[src/rtl/mips_muldiv_unit.sv]
// Iterative MULT/MULTU/DIV/DIVU unit with HI/LO registers for the pipelined MIPS core.
// Define MULDIV_SIGNED_EN to make MULT/DIV signed; otherwise they behave as MULTU/DIVU.
module mips_muldiv_unit #(
    parameter int WIDTH      = 32,
    parameter int MUL_CYCLES = 4
) (
    input  logic             clk,
    input  logic             reset,
    input  logic             start,
    input  logic [2:0]       op,
    input  logic [WIDTH-1:0] a,
    input  logic [WIDTH-1:0] b,
    input  logic             abort,
    input  logic             hilo_rd,
    input  logic             hilo_sel,
    output logic [WIDTH-1:0] hilo_out,
    output logic             busy,
    output logic             done,
    output logic             div_zero,
    output logic             stall_req
);

    localparam int CNT_MAX = (WIDTH > MUL_CYCLES) ? WIDTH : MUL_CYCLES;
    localparam int CNT_W   = $clog2(CNT_MAX + 1);

`ifdef MULDIV_SIGNED_EN
    localparam bit SIGNED_EN = 1'b1;
`else
    localparam bit SIGNED_EN = 1'b0;
`endif

    typedef enum logic [1:0] {IDLE, MUL, DIV} stateT;

    stateT            state;
    logic [CNT_W-1:0] cnt;
    logic             opSigned;
    logic             negQ;
    logic             negR;
    logic [WIDTH-1:0] aReg;
    logic [WIDTH-1:0] bReg;
    logic [WIDTH-1:0] remReg;
    logic [WIDTH-1:0] quoReg;
    logic [WIDTH-1:0] hiReg;
    logic [WIDTH-1:0] loReg;

    logic             signedReq;
    logic [WIDTH-1:0] absA;
    logic [WIDTH-1:0] absB;
    logic [2*WIDTH-1:0] mulExtA;
    logic [2*WIDTH-1:0] mulExtB;
    logic [2*WIDTH-1:0] product;
    logic [WIDTH:0]   shifted;
    logic [WIDTH-1:0] diff;
    logic             canSub;
    logic [WIDTH-1:0] fixQ;
    logic [WIDTH-1:0] fixR;

    // op 000 (MULT) and 010 (DIV) are the signed variants
    assign signedReq = SIGNED_EN && !op[0];
    assign absA      = (signedReq && a[WIDTH-1]) ? -a : a;
    assign absB      = (signedReq && b[WIDTH-1]) ? -b : b;

    // Low 2*WIDTH bits of the product of sign-extended operands is the signed product
    assign mulExtA = {{WIDTH{opSigned & aReg[WIDTH-1]}}, aReg};
    assign mulExtB = {{WIDTH{opSigned & bReg[WIDTH-1]}}, bReg};
    assign product = mulExtA * mulExtB;

    // Restoring step on magnitudes: dividend bits shift out of quoReg into remReg
    assign shifted = {remReg, quoReg[WIDTH-1]};
    assign canSub  = shifted >= {1'b0, bReg};
    assign diff    = shifted[WIDTH-1:0] - bReg;
    assign fixQ    = negQ ? -quoReg : quoReg;
    assign fixR    = negR ? -remReg : remReg;

    assign busy      = (state != IDLE);
    assign stall_req = busy & (start | hilo_rd);
    assign hilo_out  = hilo_sel ? hiReg : loReg;

    always_ff @(posedge clk or posedge reset) begin
        if (reset) begin
            state    <= IDLE;
            cnt      <= '0;
            opSigned <= 1'b0;
            negQ     <= 1'b0;
            negR     <= 1'b0;
            aReg     <= '0;
            bReg     <= '0;
            remReg   <= '0;
            quoReg   <= '0;
            hiReg    <= '0;
            loReg    <= '0;
            done     <= 1'b0;
            div_zero <= 1'b0;
        end else begin
            done     <= 1'b0;
            div_zero <= 1'b0;
            case (state)
                IDLE: begin
                    if (start && !abort) begin
                        case (op)
                            3'b000, 3'b001: begin
                                state    <= MUL;
                                cnt      <= '0;
                                aReg     <= a;
                                bReg     <= b;
                                opSigned <= signedReq;
                            end
                            3'b010, 3'b011: begin
                                state  <= DIV;
                                cnt    <= '0;
                                aReg   <= a;
                                bReg   <= absB;
                                quoReg <= absA;
                                remReg <= '0;
                                negQ   <= signedReq & (a[WIDTH-1] ^ b[WIDTH-1]);
                                negR   <= signedReq & a[WIDTH-1];
                            end
                            3'b100:  hiReg <= a;
                            3'b101:  loReg <= a;
                            default: ;
                        endcase
                    end
                end
                MUL: begin
                    if (abort) begin
                        state <= IDLE;
                    end else if (cnt == CNT_W'(MUL_CYCLES - 1)) begin
                        {hiReg, loReg} <= product;
                        done           <= 1'b1;
                        state          <= IDLE;
                    end else begin
                        cnt <= cnt + CNT_W'(1);
                    end
                end
                DIV: begin
                    if (abort) begin
                        state <= IDLE;
                    end else if (cnt == CNT_W'(WIDTH)) begin
                        // Sign-fix cycle; zero divisor returns all-ones quotient and the raw dividend
                        if (bReg == '0) begin
                            loReg    <= '1;
                            hiReg    <= aReg;
                            div_zero <= 1'b1;
                        end else begin
                            loReg <= fixQ;
                            hiReg <= fixR;
                        end
                        done  <= 1'b1;
                        state <= IDLE;
                    end else begin
                        remReg <= canSub ? diff : shifted[WIDTH-1:0];
                        quoReg <= {quoReg[WIDTH-2:0], canSub};
                        cnt    <= cnt + CNT_W'(1);
                    end
                end
                default: state <= IDLE;
            endcase
        end
    end

endmodule

[config.mk]
export PLATFORM = sky130hd
export DESIGN_NAME = mips_muldiv_unit
export DESIGN_NICKNAME = d
export VERILOG_FILES = /design/src/rtl/mips_muldiv_unit.sv
export SDC_FILE = /design/constraint.sdc
export NUM_CORES = 2
export LEC_CHECK = 0
export CORE_MARGIN = 8
export CORE_UTILIZATION = 40
export CTS_CLUSTER_SIZE = 10
export DETAILED_ROUTE_END_ITERATION = 7
export SKIP_LAST_GASP = 1
export SLEW_MARGIN = 10
export SYNTH_ARGS = -nofsm -noshare
export SYNTH_HDL_FRONTEND = slang
export SYNTH_SLANG_ARGS = --single-unit
[constraint.sdc]
create_clock -name clk -period 10.5 [get_ports clk]
set_input_delay 1.575 -clock clk [delete_from_list [all_inputs] [get_ports clk]]
set_output_delay 1.575 -clock clk [all_outputs]
set_load 0.05 [all_outputs]
==> impl_metrics.csv <==
group,metric,value,unit
logic_synthesis,ys_warn_count,0,
worst_setup_path,worst_path_max_delay_cell,"sky130_fd_sc_hd__dfrtp_1",
finish,num-nets-final,6210,
floorplan,core_region_area,0.112,mm2
clocking,clock_sinks,202,
clocking,post_cts_hold_buffer_count,0,
timing,number_of_failing_setup_endpoints_in_the_final_timing_report,0,
clocking,cts_inserted_buffers,26,
clocking,cts_max_path_buffers,3,
logic_synthesis,synthesis.instances,5019,
clocking,tritoncts,"yes",
grt,grt_first_pass_wirelength,221000,um
worst_setup_path,crit_path_frequent_cell,"sky130_fd_sc_hd__fa_1",
timing,final_hold_violations,0,
grt,grtUsageTotal,22.6,%
grt,grt_start_max_net_pins,118,
logic_synthesis,synth_cell_type_count,86,
clocking,cts_max_level,1,
timing,tightest_slew_margin_relative_to_the_limit,21.5,%
run,max-cap-violations,0,
route,drt-initial-drc-count,2654,
timing,timing.final.crit_share,84.5,%
grt,via_count_of_the_first_global_routing_pass,36900,
floorplan,die_height,352,um
route,route.antenna.remaining_nets,0,
logic_synthesis,synth.cell_area,0.0452,mm2
logic_synthesis,post_synth.cell_area_avg,9.01,um2
logic_synthesis,dominantRegCellSynth,"sky130_fd_sc_hd__dfrtp_1",
logic_synthesis,synth_edf_count,0,
logic_synthesis,synth-seq-cells,202,
worst_setup_path,crit_path_max_fanout,19,
floorplan,ioPinCount,109,
finish,fillers,11300,
route,detail_route.drc_violations,0,
place,detailed_place_hpwl,111000,um
worst_setup_path,worst_path_class_setup,"flip-flop to flip-flop",
floorplan,std_cell_rows,123,
finish,synthToLayoutAreaGrowth,7.24,%
grt,overflow,0,
floorplan,start_util,40.3,%
floorplan,design.die.area,0.124,mm2
worst_setup_path,crit_arrival,9.34,ns
status,status,"completed",
route,dr_total_vias,34400,
route,firstDrtPassIters,8,
floorplan,die_w,352,um
grt,antenna_found_initial,6,
place,port_buffers,108,
worst_setup_path,end_kind,"flip-flop",
finish,drive_above_1_share,4.73,%
route,post_drt_wl_per_cell,21.7,um
clocking,post_cts.resized_instances,0,
route,routed_wirelength,140000,um
clocking,cts.clk_slew.worst_paths,0.06,ns
timing,rsz0062_at_grt,"no",
worst_setup_path,crit_path_cell_trace,"buf_4, and2_1, fa_1, fa_1, inv_1, fa_1, fa_1, fa_1, inv_1, fa_1, fa_1, fa_1, ha_1, a21oi_1, o21ai_0, or3_1, o311ai_1, nand2_1, a31oi_1, o21ai_0, xnor2_1, a21oi_1, o31ai_1",
worst_hold_path,min-delay-path-class,"flip-flop to flip-flop",
clocking,cts_setup_buffers,0,
timing,timing_worst_slew_pin_value,1.18,ns
timing,worst_clock_skew,0.0234,ns
worst_setup_path,critical_path.max_stage_delay,1.02,ns
clocking,clock_latency,0.58,ns
timing,fmaxAchievable,0.113,GHz
timing,layout_min_cycle_time,8.87,ns
worst_setup_path,critical_path_required,10.97,ns
worst_setup_path,critPathLaunchType,"flip-flop",
place,gpl.final_weighted_congestion,0.949,
logic_synthesis,syn_nets,6290,
timing,finalSetupTns,0,ns
logic_synthesis,synth_seq_area_share,11.2,%
clocking,cts-root-buf,"sky130_fd_sc_hd__clkbuf_16",
route,viasPerCell,5.33,
logic_synthesis,asyncSetResetFlopFracSynth,100,%
timing,drv_slew,0,
==> layer usage <==
layer	wire length [um]	share of wire, %	track usage (%)	up-vias
met2	67000	48	37.9	1157
met4	4800	3.4	6.70	4
met1	59800	43	30.7	17700
met5	23	0.016	0	-
met3	8770	6.2	2.58	224
li1	-	-	-	15300
==> Yosys cell counts (16+ instances only) <==
master | n | area share [%]
sky130_fd_sc_hd__dfrtp_1 | 202 | 11
sky130_fd_sc_hd__a211oi_1 | 17 | 0.28
sky130_fd_sc_hd__a21oi_1 | 144 | 1.6
sky130_fd_sc_hd__mux2_2 | 77 | 1.9
sky130_fd_sc_hd__nand4_1 | 24 | 0.33
sky130_fd_sc_hd__mux2i_1 | 59 | 1.3
sky130_fd_sc_hd__o21ai_0 | 224 | 2.5
sky130_fd_sc_hd__nor2_1 | 111 | 0.92
sky130_fd_sc_hd__clkbuf_1 | 273 | 2.3
sky130_fd_sc_hd__and2_1 | 599 | 8.3
sky130_fd_sc_hd__nand2_1 | 679 | 5.6
sky130_fd_sc_hd__ha_1 | 301 | 8.3
sky130_fd_sc_hd__o31ai_1 | 45 | 0.75
sky130_fd_sc_hd__inv_1 | 909 | 7.5
sky130_fd_sc_hd__o21bai_1 | 16 | 0.27
sky130_fd_sc_hd__nand3_1 | 40 | 0.44
sky130_fd_sc_hd__nor3_1 | 28 | 0.31
sky130_fd_sc_hd__fa_1 | 897 | 40
sky130_fd_sc_hd__xor2_1 | 31 | 0.60
sky130_fd_sc_hd__xnor2_1 | 50 | 0.97
sky130_fd_sc_hd__a31oi_1 | 18 | 0.25
sky130_fd_sc_hd__a21o_1 | 54 | 0.90
==> worst max-delay path, delay by kind of cell, from the launching register on <==
kind                       cells  cell delay, ns
and+or+nand+nor                3            0.74
DFF                            1            1.02
xor gates and xnor gates       1            0.40
adders and majority gates      9            4.34
AOI/OAI and AO/OA              7            1.72
buffers and inverters          3            0.54
==> final cells by class <==
| cell class | count | area (um2) | area share (%) |
|---|---|---|---|
| diodes | 2 | 5.00 | 0.0103 |
| clock buffers | 37 | 732 | 1.51 |
| clock inverters | 4 | 73.8 | 0.152 |
| inverters | 910 | 3420 | 7.06 |
| multi-input cells | 3607 | 35600 | 73.4 |
| flip-flops and latches | 202 | 5070 | 10.4 |
| well taps | 1500 | 1880 | 3.87 |
| repair buffers | 192 | 1710 | 3.52 |
==> worst paths after layout <==
kind / start / endpoint / slack [ns] / cells after the start
hold / removal: loReg[14] / loReg[14] / 0.47 / 2
setup / recovery: bReg[8] / hiReg[7] / 1.63 / 23
hold reg to reg: loReg[14] / loReg[14] / 0.47 / 2
min in group asynchronous: reset / loReg[4] / 1.60 / 2
max in group asynchronous: reset / bReg[22] / 6.91 / 4
setup reg to reg: bReg[8] / hiReg[7] / 1.63 / 23
==> flip-flops by register name, indices dropped and copies added, names as in the netlist <==
signal and flops:
aReg 32, bReg 32, hiReg 32, loReg 32
quoReg 32, remReg 32, cnt 6, state 2
div_zero 1, done 1
==> per-stage QoR <==
stage | std cells | instance area (um2) | hold WS (ns) | utilization [%] | worst slack (ns)
CTS | 6452 | 48500 | 0.476 | 43.2 | 1.64
global route | 6452 | 48500 | 0.495 | 43.2 | 1.25
detailed placement | 6411 | 47700 | 0.462 | 42.4 | 1.70
floorplan | 5019 | 45200 | 0.443 | - | 3.15
global placement | 6411 | 47700 | 0.455 | 42.4 | 1.63
finish | 6454 | 48500 | 0.474 | 43.2 | 1.63
==> logic make-up after synthesis <==
logic type,count (synthesis),share of synthesized area [%]
buffers and inverters,1210,10.2
muxes,136,3.22
AOI/OAI and AO/OA,626,8.65
adders and majority gates,1198,48.0
DFF,202,11.2
xor gates and xnor gates,81,1.57
and+or+nand+nor,1566,17.2
==> placed cells by master (no fill, tap or decap), drive strengths merged, types with 50 or more instances in the layout <==
cell type      Yosys  layout
clkdlybuf4s50      0     107
buf               24      85
o21ai            227     227
and2             599     599
mux2              77      77
dfrtp            202     202
a21oi            146     146
fa               897     897
inv              909     910
a21o              55      55
xnor2             50      50
mux2i             59      59
nand2            679     679
nor2             111     111
ha               301     301
Power is not shown: default switching activity piles up to over one toggle a cycle in this logic, so the estimate is an artifact.
